--- src/rtl/prog_loader.sv ---
// rtl/prog_loader.sv - host byte stream to instruction ROM loader.
// Holds the CPU in reset until a full image with a matching XOR checksum is written.
module prog_loader #(
    parameter int ADDR_W = 12,
    parameter int DATA_W = 32
) (
    input  logic              clk,
    input  logic              rst,
    input  logic [7:0]        rx_data,
    input  logic              rx_valid,
    output logic              rx_ready,
    input  logic              restart,
    output logic              rom_we,
    output logic [ADDR_W-1:0] rom_addr,
    output logic [DATA_W-1:0] rom_wdata,
    output logic              cpu_run,
    output logic              done,
    output logic              err,
    output logic [ADDR_W:0]   word_cnt
);

    typedef enum logic [2:0] {
        S_IDLE,
        S_CNT_HI,
        S_DATA,
        S_CSUM,
        S_DONE,
        S_ERR
    } state_t;

    localparam logic [16:0] MAX_N = 17'(1) << ADDR_W;

    state_t              state_q, state_d;
    logic [15:0]         n_q, n_d;
    logic [1:0]          b_q, b_d;
    logic [23:0]         asm_q, asm_d;
    logic [7:0]          acc_q, acc_d;
    logic [ADDR_W:0]     word_cnt_q, word_cnt_d;
    logic                rom_we_q, rom_we_d;
    logic [ADDR_W-1:0]   rom_addr_q, rom_addr_d;
    logic [DATA_W-1:0]   rom_wdata_q, rom_wdata_d;
    logic                accept;
    logic [16:0]         n_full;

    assign rx_ready  = (state_q == S_IDLE) || (state_q == S_CNT_HI) ||
                       (state_q == S_DATA) || (state_q == S_CSUM);
    assign accept    = rx_valid && rx_ready;
    assign done      = (state_q == S_DONE);
    assign cpu_run   = (state_q == S_DONE);
    assign err       = (state_q == S_ERR);
    assign rom_we    = rom_we_q;
    assign rom_addr  = rom_addr_q;
    assign rom_wdata = rom_wdata_q;
    assign word_cnt  = word_cnt_q;
    assign n_full    = {1'b0, rx_data, n_q[7:0]};

    always_comb begin
        state_d     = state_q;
        n_d         = n_q;
        b_d         = b_q;
        asm_d       = asm_q;
        acc_d       = acc_q;
        word_cnt_d  = word_cnt_q;
        rom_we_d    = 1'b0;
        rom_addr_d  = rom_addr_q;
        rom_wdata_d = rom_wdata_q;
        case (state_q)
            S_IDLE: begin
                if (accept) begin
                    n_d[7:0] = rx_data;
                    state_d  = S_CNT_HI;
                end
            end
            S_CNT_HI: begin
                if (accept) begin
                    n_d[15:8] = rx_data;
                    b_d       = 2'd0;
                    if (n_full > MAX_N) begin
                        state_d = S_ERR;
                    end else if (n_full == 17'd0) begin
                        state_d = S_CSUM;
                    end else begin
                        state_d = S_DATA;
                    end
                end
            end
            S_DATA: begin
                if (accept) begin
                    acc_d = acc_q ^ rx_data;
                    b_d   = b_q + 2'd1;
                    case (b_q)
                        2'd0: asm_d[7:0]   = rx_data;
                        2'd1: asm_d[15:8]  = rx_data;
                        2'd2: asm_d[23:16] = rx_data;
                        default: begin
                            // Word goes to its own register so byte 0 of the next word can land in asm_q meanwhile.
                            rom_we_d    = 1'b1;
                            rom_addr_d  = word_cnt_q[ADDR_W-1:0];
                            rom_wdata_d = {rx_data, asm_q};
                            word_cnt_d  = word_cnt_q + (ADDR_W+1)'(1);
                            if (17'(word_cnt_q) + 17'd1 == {1'b0, n_q}) begin
                                state_d = S_CSUM;
                            end
                        end
                    endcase
                end
            end
            S_CSUM: begin
                if (accept) begin
                    state_d = (rx_data == acc_q) ? S_DONE : S_ERR;
                end
            end
            S_DONE, S_ERR: begin
                if (restart) begin
                    state_d    = S_IDLE;
                    word_cnt_d = '0;
                    acc_d      = 8'd0;
                    n_d        = 16'd0;
                    b_d        = 2'd0;
                end
            end
            default: state_d = S_IDLE;
        endcase
    end

    always_ff @(posedge clk) begin
        if (rst) begin
            state_q     <= S_IDLE;
            n_q         <= 16'd0;
            b_q         <= 2'd0;
            asm_q       <= 24'd0;
            acc_q       <= 8'd0;
            word_cnt_q  <= '0;
            rom_we_q    <= 1'b0;
            rom_addr_q  <= '0;
            rom_wdata_q <= '0;
        end else begin
            state_q     <= state_d;
            n_q         <= n_d;
            b_q         <= b_d;
            asm_q       <= asm_d;
            acc_q       <= acc_d;
            word_cnt_q  <= word_cnt_d;
            rom_we_q    <= rom_we_d;
            rom_addr_q  <= rom_addr_d;
            rom_wdata_q <= rom_wdata_d;
        end
    end

endmodule
--- config.mk ---
export PLATFORM = sky130hd
export DESIGN_NAME = prog_loader
export DESIGN_NICKNAME = d
export VERILOG_FILES = /design/src/rtl/prog_loader.sv
export SDC_FILE = /design/constraint.sdc
export NUM_CORES = 1
export LEC_CHECK = 0
export BUFFER_PORTS_ARGS = -buffer_cell sky130_fd_sc_hd__buf_2
export CORE_AREA = 4 4 134 104
export DETAILED_ROUTE_END_ITERATION = 8
export DIE_AREA = 0 0 138 108
export PLACE_DENSITY_LB_ADDON = 0.1
export SLEW_MARGIN = 10
export SYNTH_ARGS = -nofsm -noshare
export SYNTH_HDL_FRONTEND = slang
export SYNTH_SLANG_ARGS = --single-unit
export TNS_END_PERCENT = 100
--- constraint.sdc ---
create_clock -name clk -period 2.2 [get_ports clk]
set_input_delay 0.11 -clock clk [delete_from_list [all_inputs] [get_ports clk]]
set_output_delay 0.11 -clock clk [all_outputs]
set_load 0.005 [all_outputs]
==> results_dict.tcl, run 1 <==
set metrics [dict create \
    status "finished, final reports clean" \
    finalWeightedCongestion 0.868 \
    critPathArrivalTime_ns 2.32 \
    post-route-util_pct 45.9 \
    die_area_mm2 0.0149 \
    wl_per_cell_um 15.6 \
    drive_above_1_share_pct 19.8 \
    die_y_um 108 \
    crit_type "reg2reg" \
    period_needed_ns 2.03 \
    synth.avg_cell_area_um2 7.82 \
    antenna_found_initial 1 \
    whs_ns 0.101 \
    grt_pass1_wl_um 22300 \
    drtIter0Drc 335 \
    finalSetupViolCount 0 \
    fin_cells 863 \
    finalHoldViolations 0 \
    worst_slack_ns 0.169 \
    num_vias 4511 \
    route.detailed.drc 0 \
    ys_seq_elements 111 \
    fillCellCount 1299 \
    postCtsSetupBuffers 0 \
    cp.buffers_inverters 0 \
    start_util_pct 39.1 \
    die_w_um 138 \
    ys_top_cells_by_area "dfxtp_1 (45%), nand2_1 (10%), a21oi_1 (9.6%)" \
    dp_hpwl_um 9420 \
    clock_latency_ns 0.36 \
    path_clk_slew_ns 0.07 \
    overflow 0 \
    routed_wl_um 13500 \
    cts.path.max_buffers 2 \
    syn_area_mm2 0.00497 \
    area_growth_pct 17.4 \
    max-vdd-ir-drop_mv 0.404 \
    fin_nets 704 \
    yosysSeqAreaShare_pct 44.7 \
    cts_tree "built" \
    skew_ns 0.00656 \
    endpoint_kind "flop" \
    place_area_mm2 0.00551 \
    numCtsBuffers 9 \
    cp-start-kind "flop" \
    async_flop_share_pct 0 \
    crit_fanout 5 \
    drv_slew 0 \
    drtAntennaViolNets 0 \
    clock-sinks 111 \
    dr.pass1.iters 5 \
    netlist_instances 635 \
    synth_edf_count 0 \
    cts_max_level 3 \
    max_slew_margin_pct 65.5 \
    yosysWarningCount 0 \
    synth_cell_types 51 \
    crit_path_cell_trace "ha_1 -> xor3_1 -> nor3_1 -> nand4b_1 -> nor4_2 -> o2111ai_1 -> a211oi_2" \
    num_rows 36 \
    hp-class "in2reg" \
    grt_usage_pct 18.5 \
    port-buffer-count 73 \
    dp_cells 847 \
    leakage_nw 2.14 \
    stdcell_area_mm2 0.00583 \
    timing.final.crit_share_pct 92.3 \
    syn-num-nets 652 \
    powerDensity_mw_per_mm2 690 \
    dp_slack_ns 0.195 \
    tns_ns 0 \
    synth.top_cell.area_share_pct 44.7 \
    grt_max_degree 63 \
    maxCapViolations 0 \
    synth_common_cells "nand2_1 (137), dfxtp_1 (111), a21oi_1 (95)" \
    synth_most_common_cell "nand2_1" \
    clock.fmax_mhz 492 \
    slowest_delay_ns 0.34 \
    clockRootBuffer "clkbuf_16" \
    synth_top_area_cell "dfxtp_1" \
    ios 74 \
    core-area_mm2 0.0127 \
    post_drt_via_cell_ratio 5.23 \
    power_mw 4.02 \
    crit_family "simple AND/OR/NAND/NOR gates" \
    n_antenna_cell 0 \
    critPathRequiredTime_ns 2.48 \
    first_global_vias 4178 \
    worst_slew_pin_slew_ns 0.517 \
    worst_path_max_delay_cell "dfxtp_1" \
    ys.flop_type "dfxtp_1" \
]
cells in the final DEF (no fill, tap or decap), types with 3 or more instances in the layout:
master       n
nand2_1    136
dfxtp_1    108
a21oi_1     95
buf_2       72
nor2_1      46
nand3_1     34
buf_4       26
o21ai_0     23
a22oi_1     18
xnor2_1     12
clkbuf_16    9
nand2b_1     8
inv_1        8
nor3_1       8
nor2b_1      7
nor4_1       5
or3_1        5
xor2_1       5
ha_1         5
and4_1       4
and2_1       3
nand3b_1     3
nand4_1      3
nor4_2       3
dfxtp_2      3
tightest hold or removal path, delay by kind of cell:
| family | cells | cell delay (ns) |
|---|---|---|
| buffers and inverters | 1 | 0.17 |
| AND/OR/NAND/NOR | 1 | 0.07 |
| AO/OA/AOI/OAI | 1 | 0.06 |
path summary, 6_finish.rpt:
path / from / end / slack, ns / depth (start not counted)
worst min register to register: rom_addr[4]$_SDFFE_PP0P_ / rom_addr[4]$_SDFFE_PP0P_ / 0.45 / 2
worst min-delay path: rx_data[0] / rom_wdata[24]$_SDFFE_PP0P_ / 0.10 / 3
worst max-delay path: word_cnt[0]$_SDFFE_PP0P_ / state_q[0]$_SDFFE_PP0P_ / 0.17 / 7
worst max register to register: word_cnt[0]$_SDFFE_PP0P_ / state_q[0]$_SDFFE_PP0P_ / 0.17 / 7
metal layers:
metal	vias to the layer above	GRT usage, %	part of all wire [%]
met4	0	3.81	0.79
met3	8	5.61	6.1
met1	2133	27.1	52
met5	-	0	0
li1	2263	-	-
met2	107	27.1	41
area by class of cell:
| cell class | count | area, um2 | share of cell area, % |
|---|---|---|---|
| clock buffer | 11 | 243 | 4.16 |
| tap | 171 | 214 | 3.67 |
| sequential | 111 | 2230 | 38.2 |
| clock inverter | 5 | 65.1 | 1.12 |
| multi-input combinational | 457 | 2470 | 42.4 |
| timing repair buffer | 99 | 576 | 9.88 |
| inverter | 9 | 33.8 | 0.580 |
cell families after synthesis:
| logic type | Yosys count | synth area share (%) |
|---|---|---|
| and+or+nand+nor | 283 | 27.3 |
| AOI/OAI and AO/OA | 151 | 17.6 |
| DFF | 111 | 44.7 |
| buffers and inverters | 67 | 5.64 |
| xor gates and xnor gates | 18 | 3.48 |
| adders and majority gates | 5 | 1.26 |
state kept, by name, indices dropped and copies added, names as in the netlist:
name and cells:
asm_q 24, b_q 2, rom_wdata 32, acc_q 8
word_cnt 13, n_q 16, rom_addr 12, state_q 3
rom_we 1
repair_timing:
action	4_1_cts	5_1_grt
hold buffers	0	0
gates resized for setup	0	4
setup endpoints to repair	0	1
power breakdown:
part / switching, mW / leakage [nW] / internal, mW / total [mW]
Combinational: 0.169 / 1.10 / 0.0991 / 0.268
Sequential: 0.0226 / 0.897 / 2.03 / 2.05
Clock: 0.773 / 0.144 / 0.928 / 1.70
Total: 0.965 / 2.14 / 3.05 / 4.02
Note: power is estimated with default switching activity, not from simulation.
==> run 2, diff against run 1 <==
Settings changed: CORE_AREA 4 4 134 104 to 2 2 132 102, DIE_AREA 0 0 138 108 to 0 0 134 104.
==> results_dict.tcl, run 2 (synthesized netlist as in run 1, its figures left out) <==
set metrics [dict create \
    p_clk_share_pct 41.7 \
    dp_hpwl_um 9670 \
    cts.path.max_buffers 2 \
    critPathRequiredTime_ns 2.44 \
    die_w_um 134 \
    comb_power_share_pct 6.7 \
    clock-sinks 111 \
    max_slew_margin_pct 66.5 \
    drive_above_1_share_pct 19.4 \
    power.internal_mw 2.98 \
    timing.final.crit_share_pct 92.4 \
    swShare_pct 25.1 \
    period_needed_ns 2.03 \
    antenna_found_initial 0 \
    path_clk_slew_ns 0.08 \
    ios 74 \
    num_rows 36 \
    maxCapViolations 0 \
    cts_tree "built" \
    die_area_mm2 0.0139 \
    tns_ns 0 \
    grt_usage_pct 20.1 \
    wl_per_cell_um 15.9 \
    routed_wl_um 13700 \
    drtIter0Drc 350 \
    grt_max_degree 48 \
    clockRootBuffer "clkbuf_16" \
    route.detailed.drc 0 \
    ctsHoldBuffers 0 \
    drtAntennaViolNets 0 \
    seqPwrFrac_pct 51.6 \
    leakage_nw 2.16 \
    fin_nets 704 \
    finalHoldViolations 0 \
    final_cell_mix "nand2_1 (136), dfxtp_1 (111), a21oi_1 (95), buf_2 (72), nor2_1 (46)" \
    powerDensity_mw_per_mm2 683 \
    postCtsSetupBuffers 0 \
    finalSetupViolCount 0 \
    finalWeightedCongestion 0.827 \
    stdcell_area_mm2 0.00582 \
    area_growth_pct 17.2 \
    first_global_vias 4015 \
    clock.fmax_mhz 492 \
    post_drt_via_cell_ratio 5.17 \
    fillCellCount 1323 \
    port-buffer-count 73 \
    critPathArrivalTime_ns 2.28 \
    place_area_mm2 0.00551 \
    numCtsBuffers 9 \
    skew_ns 0.00559 \
    start_util_pct 39.2 \
    drv_slew 0 \
    max-vdd-ir-drop_mv 0.426 \
    cp-start-kind "flop" \
    cts_max_level 3 \
    status "finished, final reports clean" \
    crit_type "reg2reg" \
    num_vias 4459 \
    core-area_mm2 0.0127 \
    crit_fanout 15 \
    clock_latency_ns 0.36 \
    die_y_um 104 \
    final_common_cell "nand2_1" \
    worst_slew_pin_slew_ns 0.500 \
    netSwitchingPower_mw 0.998 \
    rsz0062_at_grt "false" \
    endpoint_kind "flop" \
    n_antenna_cell 0 \
    dr.pass1.iters 4 \
    overflow 0 \
    largest_register_ffs 32 \
    grt_pass1_wl_um 22100 \
    hp-class "in2reg" \
]
## run 2: cell type report
type | count | area [um2] | area share [%]
Inverter | 9 | 33.8 | 0.580
Tap cell | 171 | 214 | 3.68
Multi-Input combinational cell | 457 | 2470 | 42.5
Sequential cell | 111 | 2220 | 38.2
Clock buffer | 11 | 253 | 4.34
Clock inverter | 5 | 48.8 | 0.838
Timing Repair Buffer | 99 | 576 | 9.89
## run 2: layer usage
metal	share of wire (%)	GRT usage (%)
met5	0	0
met4	0.93	4.33
met3	6.2	5.12
met2	40	27.3
met1	52	31.5
## run 2: worst max-delay path, cell delays in order (launching register included)
cell and delay [ns]:
dfxtp_1 0.58, and4bb_2 0.35, a21oi_1 0.09, nor2_1 0.43, buf_4 0.20, nand2_1 0.06, a21oi_1 0.15, nor2_1 0.05
## run 2: final timing paths
kind | endpoint | from | cells past startpoint | slack, ns
max | word_cnt[3]$_SDFFE_PP0P_ | state_q[1]$_SDFFE_PP0P_ | 7 | 0.17
min | rom_wdata[25]$_SDFFE_PP0P_ | rx_data[1] | 3 | 0.08
max reg2reg | word_cnt[3]$_SDFFE_PP0P_ | state_q[1]$_SDFFE_PP0P_ | 7 | 0.17
min reg2reg | rom_wdata[6]$_SDFFE_PP0P_ | asm_q[6]$_SDFFE_PP0P_ | 2 | 0.45
## run 2: through the flow
stage,instances,utilization (%),hold WS [ns],power (mW),setup slack [ns]
finish,863,46.0,0.0837,3.98,0.168
global route,863,46.0,0.0845,4.13,0.0115
CTS,863,45.9,0.0768,4.03,0.160
detailed placement,847,43.5,0.444,2.37,0.182
global placement,847,43.5,0.438,2.37,0.224
floorplan,635,-,0.292,2.27,0.382
## run 2: what timing repair did
item                                    CTS  global route
hold endpoints to repair                  0             0
endpoints found under the setup margin    0             1
gates resized for setup                   0             1
## run 2: power groups by stage
stage / Clock [mW] / Combinational [mW] / Sequential, mW
2_1_floorplan: 0 / 0.179 / 2.09
3_3_place_gp: 0 / 0.264 / 2.10
3_5_place_dp: 0 / 0.264 / 2.10
4_1_cts: 1.71 / 0.265 / 2.05
5_1_grt: 1.78 / 0.290 / 2.06
6_report: 1.66 / 0.266 / 2.05
